## config.mk

```make
export PLATFORM = sky130hd
export DESIGN_NAME = descriptor_streamer_flat
export DESIGN_NICKNAME = d
export VERILOG_FILES = /design/src/rtl/descriptor_streamer_if.sv /design/src/rtl/descriptor_streamer.sv /design/src/flat_wrapper.sv
export SDC_FILE = /design/constraint.sdc
export NUM_CORES = 1
export LEC_CHECK = 0
export CAP_MARGIN = 20
export CORE_MARGIN = 2
export CORE_UTILIZATION = 30
export DETAILED_ROUTE_END_ITERATION = 8
export GPL_ROUTABILITY_DRIVEN = 0
export SLEW_MARGIN = 20
export SYNTH_ARGS = -nofsm -noshare
export SYNTH_HDL_FRONTEND = slang
export SYNTH_SLANG_ARGS = --single-unit
export TNS_END_PERCENT = 20
```

## constraint.sdc

```tcl
create_clock -name clk_in -period 3.4 [get_ports clk_in]
set_input_delay 0.68 -clock clk_in [delete_from_list [all_inputs] [get_ports clk_in]]
set_output_delay 0.68 -clock clk_in [all_outputs]
set_load 0.005 [all_outputs]
```

## src/rtl/descriptor_streamer_if.sv

```systemverilog
// Valid/ready byte stream from the descriptor streamer to the UART transmitter.
interface descriptor_streamer_if;
  logic [7:0] byte_out;
  logic       byte_valid;
  logic       byte_ready;

  modport master (output byte_out, output byte_valid, input byte_ready);
  modport slave  (input byte_out, input byte_valid, output byte_ready);
endinterface

```

## src/rtl/descriptor_streamer.sv

```systemverilog
// Reads keypoint descriptors back from the descriptor BRAM and emits them as
// framed bytes (0xA5 header + MSB-first histogram words, then 0x5A/count trailer).
//
// state   | meaning
// IDLE    | waiting for start; latches group count
// HEADER  | presenting 0xA5 frame header
// FETCH   | BRAM address driven, waiting out 2-cycle read latency
// SEND    | presenting histogram word bytes, MSB first
// TRAILER | presenting 0x5A, G[15:8], G[7:0]
// DONE    | one-cycle stream_done pulse
module descriptor_streamer #(
  parameter int NUMBER_DESCRIPTORS   = 4000,
  parameter int HIST_WIDTH           = 24,
  parameter int PATCHES_PER_KEYPOINT = 4,
  localparam int AW = $clog2(NUMBER_DESCRIPTORS)
) (
  input  logic                  clk_in,
  input  logic                  rst_n_in,
  input  logic                  start,
  input  logic [AW-1:0]         desc_count,
  output logic [AW-1:0]         desc_read_addr,
  input  logic [HIST_WIDTH-1:0] desc_read,
  descriptor_streamer_if.master bs,
  output logic                  busy,
  output logic                  stream_done
);

  localparam int BPW = HIST_WIDTH / 8;
  localparam int WW  = (PATCHES_PER_KEYPOINT > 1) ? $clog2(PATCHES_PER_KEYPOINT) : 1;
  localparam int CW  = (BPW > 3) ? $clog2(BPW) : 2;
  localparam logic [WW-1:0] LAST_WORD = WW'(PATCHES_PER_KEYPOINT - 1);
  localparam logic [CW-1:0] LAST_BYTE = CW'(BPW - 1);

  typedef enum logic [2:0] {
    S_IDLE,
    S_HEADER,
    S_FETCH,
    S_SEND,
    S_TRAILER,
    S_DONE
  } state_t;

  state_t state, state_d;

  logic [1:0]            rst_sync;
  logic                  rst_n;
  logic [AW-1:0]         g_new;
  logic [AW-1:0]         g_q;
  logic [AW-1:0]         group_q;
  logic [WW-1:0]         word_q;
  logic [1:0]            wait_cnt;
  logic [CW-1:0]         byte_cnt;
  logic [AW-1:0]         ptr_q;
  logic [AW-1:0]         addr_q;
  logic [HIST_WIDTH-1:0] shift_q;
  logic [15:0]           g16;
  logic [7:0]            byte_d;
  logic                  valid_d;
  logic                  xfer;

  // Async assert, synchronous release of the internal reset.
  always_ff @(posedge clk_in or negedge rst_n_in) begin
    if (!rst_n_in) rst_sync <= 2'b00;
    else           rst_sync <= {rst_sync[0], 1'b1};
  end
  assign rst_n = rst_sync[1];

  assign g_new          = AW'(desc_count / PATCHES_PER_KEYPOINT);
  assign g16            = 16'(g_q);
  assign xfer           = valid_d & bs.byte_ready;
  assign bs.byte_out    = byte_d;
  assign bs.byte_valid  = valid_d;
  assign desc_read_addr = addr_q;
  assign busy           = (state != S_IDLE);
  assign stream_done    = (state == S_DONE);

  always_ff @(posedge clk_in or negedge rst_n) begin
    if (!rst_n) state <= S_IDLE;
    else        state <= state_d;
  end

  always_comb begin
    state_d = state;
    valid_d = 1'b0;
    byte_d  = 8'h00;
    unique case (state)
      S_IDLE: begin
        if (start) state_d = (g_new == '0) ? S_TRAILER : S_HEADER;
      end
      S_HEADER: begin
        valid_d = 1'b1;
        byte_d  = 8'hA5;
        if (bs.byte_ready) state_d = S_FETCH;
      end
      S_FETCH: begin
        if (wait_cnt == 2'd2) state_d = S_SEND;
      end
      S_SEND: begin
        valid_d = 1'b1;
        byte_d  = shift_q[HIST_WIDTH-1 -: 8];
        if (bs.byte_ready && byte_cnt == LAST_BYTE) begin
          if (word_q != LAST_WORD)              state_d = S_FETCH;
          else if (group_q != g_q - AW'(1))     state_d = S_HEADER;
          else                                  state_d = S_TRAILER;
        end
      end
      S_TRAILER: begin
        valid_d = 1'b1;
        case (byte_cnt)
          CW'(0):  byte_d = 8'h5A;
          CW'(1):  byte_d = g16[15:8];
          default: byte_d = g16[7:0];
        endcase
        if (bs.byte_ready && byte_cnt == CW'(2)) state_d = S_DONE;
      end
      S_DONE: state_d = S_IDLE;
      default: state_d = S_IDLE;
    endcase
  end

  // Words are read strictly in order, so a linear pointer equals 4*group+word.
  always_ff @(posedge clk_in or negedge rst_n) begin
    if (!rst_n) begin
      g_q      <= '0;
      group_q  <= '0;
      word_q   <= '0;
      wait_cnt <= 2'd0;
      byte_cnt <= '0;
      ptr_q    <= '0;
      addr_q   <= '0;
      shift_q  <= '0;
    end else begin
      case (state)
        S_IDLE: begin
          if (start) begin
            g_q      <= g_new;
            group_q  <= '0;
            word_q   <= '0;
            byte_cnt <= '0;
            wait_cnt <= 2'd0;
            ptr_q    <= '0;
          end
        end
        S_FETCH: begin
          wait_cnt <= wait_cnt + 2'd1;
          if (wait_cnt == 2'd2) begin
            wait_cnt <= 2'd0;
            shift_q  <= desc_read;
            byte_cnt <= '0;
            ptr_q    <= ptr_q + AW'(1);
          end
        end
        S_SEND: begin
          if (xfer) begin
            shift_q  <= shift_q << 8;
            byte_cnt <= byte_cnt + CW'(1);
            if (byte_cnt == LAST_BYTE) begin
              byte_cnt <= '0;
              if (word_q != LAST_WORD) begin
                word_q <= word_q + WW'(1);
              end else begin
                word_q  <= '0;
                group_q <= group_q + AW'(1);
              end
            end
          end
        end
        S_TRAILER: begin
          if (xfer) byte_cnt <= byte_cnt + CW'(1);
        end
        default: ;
      endcase
      // Address is loaded on entry so it is stable for the whole FETCH window.
      if (state_d == S_FETCH && state != S_FETCH) addr_q <= ptr_q;
    end
  end

endmodule

```

## src/flat_wrapper.sv

```systemverilog
// flat-port wrapper written by rule: the top's interface ports become plain ports
module descriptor_streamer_flat 
#(
  parameter int NUMBER_DESCRIPTORS   = 4000,
  parameter int HIST_WIDTH           = 24,
  parameter int PATCHES_PER_KEYPOINT = 4,
  localparam int AW = $clog2(NUMBER_DESCRIPTORS)
)
  (clk_in, rst_n_in, start, desc_count, desc_read_addr, desc_read, busy, stream_done, bs_byte_out, bs_byte_valid, bs_byte_ready);
  descriptor_streamer_if bs_i ();
  input  logic clk_in;
  input  logic rst_n_in;
  input  logic start;
  input  logic [AW-1:0] desc_count;
  output logic [AW-1:0] desc_read_addr;
  input  logic [HIST_WIDTH-1:0] desc_read;
  output logic busy;
  output logic stream_done;
  output wire logic [$bits(bs_i.byte_out)-1:0] bs_byte_out;
  output wire logic [$bits(bs_i.byte_valid)-1:0] bs_byte_valid;
  input wire logic [$bits(bs_i.byte_ready)-1:0] bs_byte_ready;
  assign bs_byte_out = bs_i.byte_out;
  assign bs_byte_valid = bs_i.byte_valid;
  assign bs_i.byte_ready = bs_byte_ready;
  descriptor_streamer #(.NUMBER_DESCRIPTORS(NUMBER_DESCRIPTORS), .HIST_WIDTH(HIST_WIDTH), .PATCHES_PER_KEYPOINT(PATCHES_PER_KEYPOINT)) u_core (.clk_in(clk_in), .rst_n_in(rst_n_in), .start(start), .desc_count(desc_count), .desc_read_addr(desc_read_addr), .desc_read(desc_read), .bs(bs_i), .busy(busy), .stream_done(stream_done));
endmodule
```

==> results.md, run 1 <==
- Setup Skew: 6.14 ps
- Synth top cells by count: dfrtp_1 (81), nand2_1 (58), o21ai_0 (39)
- Number of global-route vias before repair: 3274
- CP Buf/Inv Count: 2
- CTS tree: built
- Global route overflow: 0
- Synth top area cells: dfrtp_1 (48%), mux2_2 (5.9%), nand2_1 (5.2%)
- Ys flop type: dfrtp_1
- Synth Net Count: ~480
- Power Dens Cells: around 750 nW/um2
- Crit path max fanout: 14
- CTS Hold Bufs: 0
- Most common cell in the synthesized netlist: dfrtp_1
- Synth area leader: dfrtp_1
- Kind of critical path: reg -> out
- RSZ-0062 raised after global routing: false
- DRT antenna net count: 0
- Core area: between 10000 and 15000 um2
- DIE HEIGHT: 122 um
- Layout area overhead: 27.1%
- Initial antenna violation count: 0
- Switching portion of total power: between 30% and 40%
- EDFF count, synth: 0
- PnR worst setup slack: 173 ps
- CP peak stage delay: 640 ps
- # rows: 43
- Hold Crit Class: reg -> async
- Die area: approximately 15000 um2
- Static Leakage: 2.28 nW
- Final cell count without fillers: about 670
- Root buffer cell: clkbuf_16
- Final Setup Violations: 0
- Boundary Pins: between 60 and 70
- Layout cell share with drive strength beyond 1: 11.2%
- Number of CTS-inserted buffers: 9
- Setup crit end kind: primary output
- Worst VDD drop: between 0.0002 and 0.0003 V
- H-tree Lvls: 3
- Adder-Cell Fraction of Synth Area: 2.68%
- Post-Synthesis Cell Area: between 4000 and 5000 um2
- Post-CTS Resized: 0
- Area share of and/or/nand/nor cells after synthesis: between 10% and 20%
- Synthesis warning total: 0
- Psw: 1.40 mW
- Worst-case clock buffer depth: 2
- Async set-or-reset flop fraction in the synthesized netlist: 100%
- Max Clk Rate: 310 MHz
- DR pass1 iterations: 4
- Largest net degree at the start of global routing: 80
- PortBufs: 60
- Dpl cells: ~660
- Critical path launch point type: flip-flop
- Clk_lat worst skew: 340 ps
- Seq pwr share: between 40% and 50%
- Status: completed
- Mean routed wirelength per cell: ~14 um
- Crit path DAT: 2550 ps
- DP HPWL: 6770 um
- Final nets: 537
- Vias: 3276
- Max-cap viol count: 0
- DIE WIDTH: roughly 120 um
- Critical path data required time: about 2700 ps
- Clock slew at the register clock pins of the worst setup and hold paths: about 60 ps
- Avg Cell Area, Syn: ~10 um2
- Final min period: around 3200 ps
- Compound-cell area share of the yosys netlist: a little under an eighth
- Largest family of logic cells by synthesized area: simple AND/OR/NAND/NOR gates
- Remaining DRCs: 0
- # Post-CTS Setup Buffers: 0
- GRT Resource Usage Total: a little over an eighth
- Post-synth cell types: 49
- Synth Register Bits: a little over 80
- WL final: 9520 um
- Slew margin rel.: around 55%
- Critical path's top delay family: buffers and inverters
- CP max stage cell: dfrtp_1
- Vias per std cell: between 4 and 5
- Initial drt markers: 178
- Sequential element share of the synthesized area: ~48%
- Gate power share: between 30% and 40%
- First-pass GRT wire length: 15900 um
- Initial Utilization: a little under a third
- Worst-margin pin slew: 670 ps
- CP Cell Sequence: nor2b_1 > buf_4 > and2_1 > nand2_1 > o21ai_0 > clkdlybuf4s50_1
- Period utilisation layout: 94.9%
- Internal: around 2.6 mW
- # clock sinks: slightly above 80
- Slew Limit Fails: 0
- Mux share of post-synthesis cell area: between 9 and 10%
- Syn Inst Count: 428
- Top cell type's share of synthesized area: between 40% and 50%
- Synth Area in XOR/XNOR: approximately 5.4%
- Setup TNS: 0 ps
- Endpoints failing hold: 0
- Clk pwr share: between 20% and 30%
- N_diodes: 0
- DP Worst Slack: approximately 370 ps
path summary, 6_finish.rpt:
path	from	to	slack (ps)	depth (start not counted)
min in group clk_in	u_core.rst_sync[0]	u_core.rst_sync[1]	360	0
worst min-delay path	u_core.rst_sync[1]	u_core.ptr_q[9]	290	0
worst max-delay path	u_core.state[0]	bs_byte_out[1]	170	6
worst max register to register	u_core.g_q[0]	u_core.state[0]	860	8
worst min register to register	u_core.rst_sync[1]	u_core.ptr_q[9]	290	0
max in group asynchronous	u_core.rst_sync[1]	u_core.g_q[0]	2510	1
layout make-up:
cell class	instances	area (um2)
clock buffer	11	253
clock inverter	5	38.8
timing repair buffer	70	688
multi-input combinational	318	2060
sequential	81	2030
tap	180	225
inverter	8	30.0
fill	1438	8440
flip-flops by register name, indices dropped and copies added, names as in the netlist, 3 cells and up:
name,cells
u_core.group_q,12
u_core.desc_read_addr,12
u_core.g_q,10
u_core.ptr_q,12
u_core.state,3
u_core.shift_q,24
per-stage QoR:
stage	total power, mW	instance area, um2	hold slack [ps]	utilization [%]
6_report	3.98	5330	295	38.7
5_1_grt	4.28	5330	338	38.7
4_1_cts	4.02	5310	362	38.5
3_5_place_dp	3.06	5020	343	36.4
3_3_place_gp	3.01	5020	340	36.4
2_1_floorplan	2.49	4190	331	-
cell families after synthesis:
kind of cell | Yosys count
other | 1
xor gates and xnor gates | 26
AOI/OAI and AO/OA | 79
buffers and inverters | 29
and+or+nand+nor | 164
adders and majority gates | 9
muxes | 39
DFF | 81
power groups by stage:
stage	registers (mW)	clock network (mW)	logic, mW
after global placement	1.61	0	1.41
final	1.59	0.935	1.45
after detailed placement	1.62	0	1.44
after CTS	1.60	0.970	1.45
after global routing	1.65	1.01	1.62
after floorplan	1.50	0	0.995
placed cells by master (no fill, tap or decap), types with 2 or more instances in the layout:
master           instances
nand4_1                  9
nor2_1                  35
buf_4                    9
nor3_2                   2
or3_1                    4
dfrtp_1                 80
nor3b_1                  5
clkbuf_16                9
clkbuf_8                 2
a21oi_1                 11
ha_1                     9
clkinv_4                 2
o21ai_1                  2
a221oi_1                 2
mux2_2                  22
a22o_1                   7
o22ai_1                  2
nand3b_1                 2
nor3_1                   5
and2_1                   4
nand2_1                 58
mux2i_1                 17
and4_1                   3
o21ai_0                 39
and3_1                   3
xor2_1                  17
o31ai_1                  2
a211oi_1                 2
xnor2_1                  9
o2111ai_1                2
nor4_1                   2
nor2b_1                  3
nand2b_1                 4
clkdlybuf4s50_1         60
inv_1                    8
nand3_1                 21
per-layer routing:
metal / vias to the layer above / track usage (%) / part of all wire [%]
li1: 1626 / - / -
met1: 1563 / 18.7 / 48
met2: 74 / 20.4 / 44
met3: 13 / 3.30 / 5.7
met4: 0 / 6.39 / 2.1
met5: - / 0 / 0
Power figures use the tool's default switching activity.
==> inputs of run 2 (changes only) <==
--- a/config.mk
+++ b/config.mk
@@ -6,8 +6,8 @@
 export NUM_CORES = 1
 export LEC_CHECK = 0
 export CAP_MARGIN = 20
-export CORE_MARGIN = 2
 export CORE_UTILIZATION = 30
+export CTS_BUF_LIST = sky130_fd_sc_hd__clkbuf_8
 export DETAILED_ROUTE_END_ITERATION = 8
 export GPL_ROUTABILITY_DRIVEN = 0
 export SLEW_MARGIN = 20
==> run 2 against run 1 <==
Setup slack improved by 51 ps. Global-route usage increased by 0.57 points. Via count decreased by 1.0%. Power decreased by 6.2%. Clock skew increased by 7.9 ps. Combinational power about the same. Highest routed layer unchanged. Fmax increased by 1.6%. Largest power group unchanged. Final area decreased by 2.1%.
==> results.md, run 2 (synthesis results as in run 1) <==
- Crit path DAT: 2500 ps (was 2550 ps)
- Boundary Pins: 63 (unchanged)
- Area of the multi-input gates: 2060 um2 (unchanged)
- Commonest non-fill, non-tap cells in the layout: dfrtp_1 (80), clkdlybuf4s50_1 (60), nand2_1 (58) (unchanged)
- Period utilisation layout: 93.4% (was 94.9%)
- Setup Skew: 14.0 ps (was 6.14 ps)
- Root buffer cell: clkbuf_8 (was clkbuf_16)
- Dpl cells: 651 (was 656)
- Final min period: 3180 ps (was 3230 ps)
- Final cell count without fillers: 667 (was 673)
- DR pass1 iterations: 4 (unchanged)
- Largest net degree at the start of global routing: 80 (unchanged)
- PortBufs: 60 (unchanged)
- # rows: 42 (was 43)
- Kind of critical path: reg -> out (unchanged)
- DP Worst Slack: 388 ps (was 370 ps)
- Reg2reg setup slack: 860 ps (about the same)
- Die area: 14500 um2 (was 14900 um2)
- N_diodes: 0 (unchanged)
- Critical path data required time: 2720 ps (about the same)
- Global route overflow: 0 (unchanged)
- Hold Crit Class: reg -> async (unchanged)
- Number of CTS-inserted buffers: 9 (unchanged)
- Max FFs per register: 24 (unchanged)
- Crit path max fanout: 14 (unchanged)
- DIE HEIGHT: 120 um (was 122 um)
- PnR Total Power: 3.73 mW (was 3.98 mW)
- # clock sinks: 81 (unchanged)
- WL final: 9390 um (was 9520 um)
- Slew margin rel.: 59.7% (was 55.2%)
- Status: completed (unchanged)
- DP HPWL: 6560 um (was 6770 um)
- Mean routed wirelength per cell: 14.1 um (about the same)
- Number of global-route vias before repair: 3186 (was 3274)
- Setup TNS: 0 ps (unchanged)
- Vias per std cell: 4.86 (was 4.87)
- Final Util: 38.8% (was 38.7%)
- Worst-margin pin slew: 603 ps (was 670 ps)
- Max Clk Rate: 315 MHz (was 310 MHz)
- First-pass GRT wire length: 16000 um (was 15900 um)
- Layout cell share with drive strength beyond 1: 10.8% (was 11.2%)
- CTS tree: built (unchanged)
- RSZ-0062 raised after global routing: false (unchanged)
- Power Dens Cells: 715 nW/um2 (was 746 nW/um2)
- Post-CTS Resized: 0 (unchanged)
- DRT antenna net count: 0 (unchanged)
- Slew Limit Fails: 0 (unchanged)
- Clock slew at the register clock pins of the worst setup and hold paths: 90 ps (was 60 ps)
- Clk_lat worst skew: 380 ps (was 340 ps)
- Vias: 3242 (was 3276)
- Initial drt markers: 139 (was 178)
- H-tree Lvls: 3 (unchanged)
- Worst-case clock buffer depth: 2 (unchanged)
- GRT Resource Usage Total: 14.2% (was 13.7%)
- CTS Hold Bufs: 0 (unchanged)
- Core area: 13500 um2 (was 13800 um2)
- PnR worst setup slack: 224 ps (was 173 ps)
- DIE WIDTH: 120 um (was 122 um)
- Worst VDD drop: 0.000341 V (was 0.000253 V)
- Layout area overhead: 24.4% (was 27.1%)
- Remaining DRCs: 0 (unchanged)
- Final Setup Violations: 0 (unchanged)
- # fillers: 1380 (was 1438)
- Critical path launch point type: flip-flop (unchanged)
- Commonest non-fill, non-tap cell in the layout: dfrtp_1 (unchanged)
- Static Leakage: 2.23 nW (was 2.28 nW)
- Max-cap viol count: 0 (unchanged)
- Reg area: 2030 um2 (unchanged)
- Endpoints failing hold: 0 (unchanged)
- Initial antenna violation count: 0 (unchanged)
- Setup crit end kind: primary output (unchanged)
- # Post-CTS Setup Buffers: 0 (unchanged)
- Initial Utilization: 31.2% (was 30.5%)
- Final nets: 536 (was 537)
- Largest Register: u_core.shift_q (unchanged)
[run 2: cell count changes in the layout (fill, tap and decap cells not counted)]
cell       previous run  this run
clkbuf_16             9         0
clkbuf_8              2         9
bufinv_16             0         1
buf_4                 9         8
[run 2: stage by stage]
step | hold slack (ps) | cell area [um2]
final | 290 | 5220
after CTS | 355 | 5200
after global routing | 337 | 5220
after global placement | 337 | 5000
after detailed placement | 336 | 5000
after floorplan | 331 | 4190
[run 2: path summary, 6_finish.rpt]
path,start,to,cells after the start
max in group asynchronous,u_core.rst_sync[1],u_core.g_q[3],1
worst max register to register,u_core.g_q[0],u_core.state[0],8
worst min-delay path,u_core.rst_sync[1],u_core.ptr_q[7],0
min in group clk_in,u_core.rst_sync[0],u_core.rst_sync[1],0
worst min register to register,u_core.rst_sync[1],u_core.ptr_q[7],0
worst max-delay path,u_core.state[0],bs_byte_out[2],5
[run 2: final cells by class]
class / count / area share [%]
Multi-Input combinational cell: 318 / 39.5
Clock inverter: 6 / 1.32
Tap cell: 176 / 4.22
Sequential cell: 81 / 38.9
Inverter: 8 / 0.576
Clock buffer: 9 / 2.37
Timing Repair Buffer: 69 / 13.0
[run 2: per-layer routing]
metal	up-vias	global-route usage (%)	wire length, um	share of wire [%]
li1	1623	-	-	-
met1	1526	19.4	4610	49
met2	80	20.7	4030	43
met3	13	4.58	573	6.1
met4	0	5.86	176	1.9
met5	-	0	0	0
[run 2: power by group]
part,switching [mW],total [mW],internal [mW]
Combinational,0.678,1.44,0.762
Clock,0.366,0.704,0.338
Sequential,0.320,1.59,1.27
[run 2: critical path, stage by stage (launching register included)]
cell and delay, ps:
dfrtp_1 560, nor2_1 250, nand2_1 210, nor3_1 340, a22o_1 230, clkdlybuf4s50_1 520
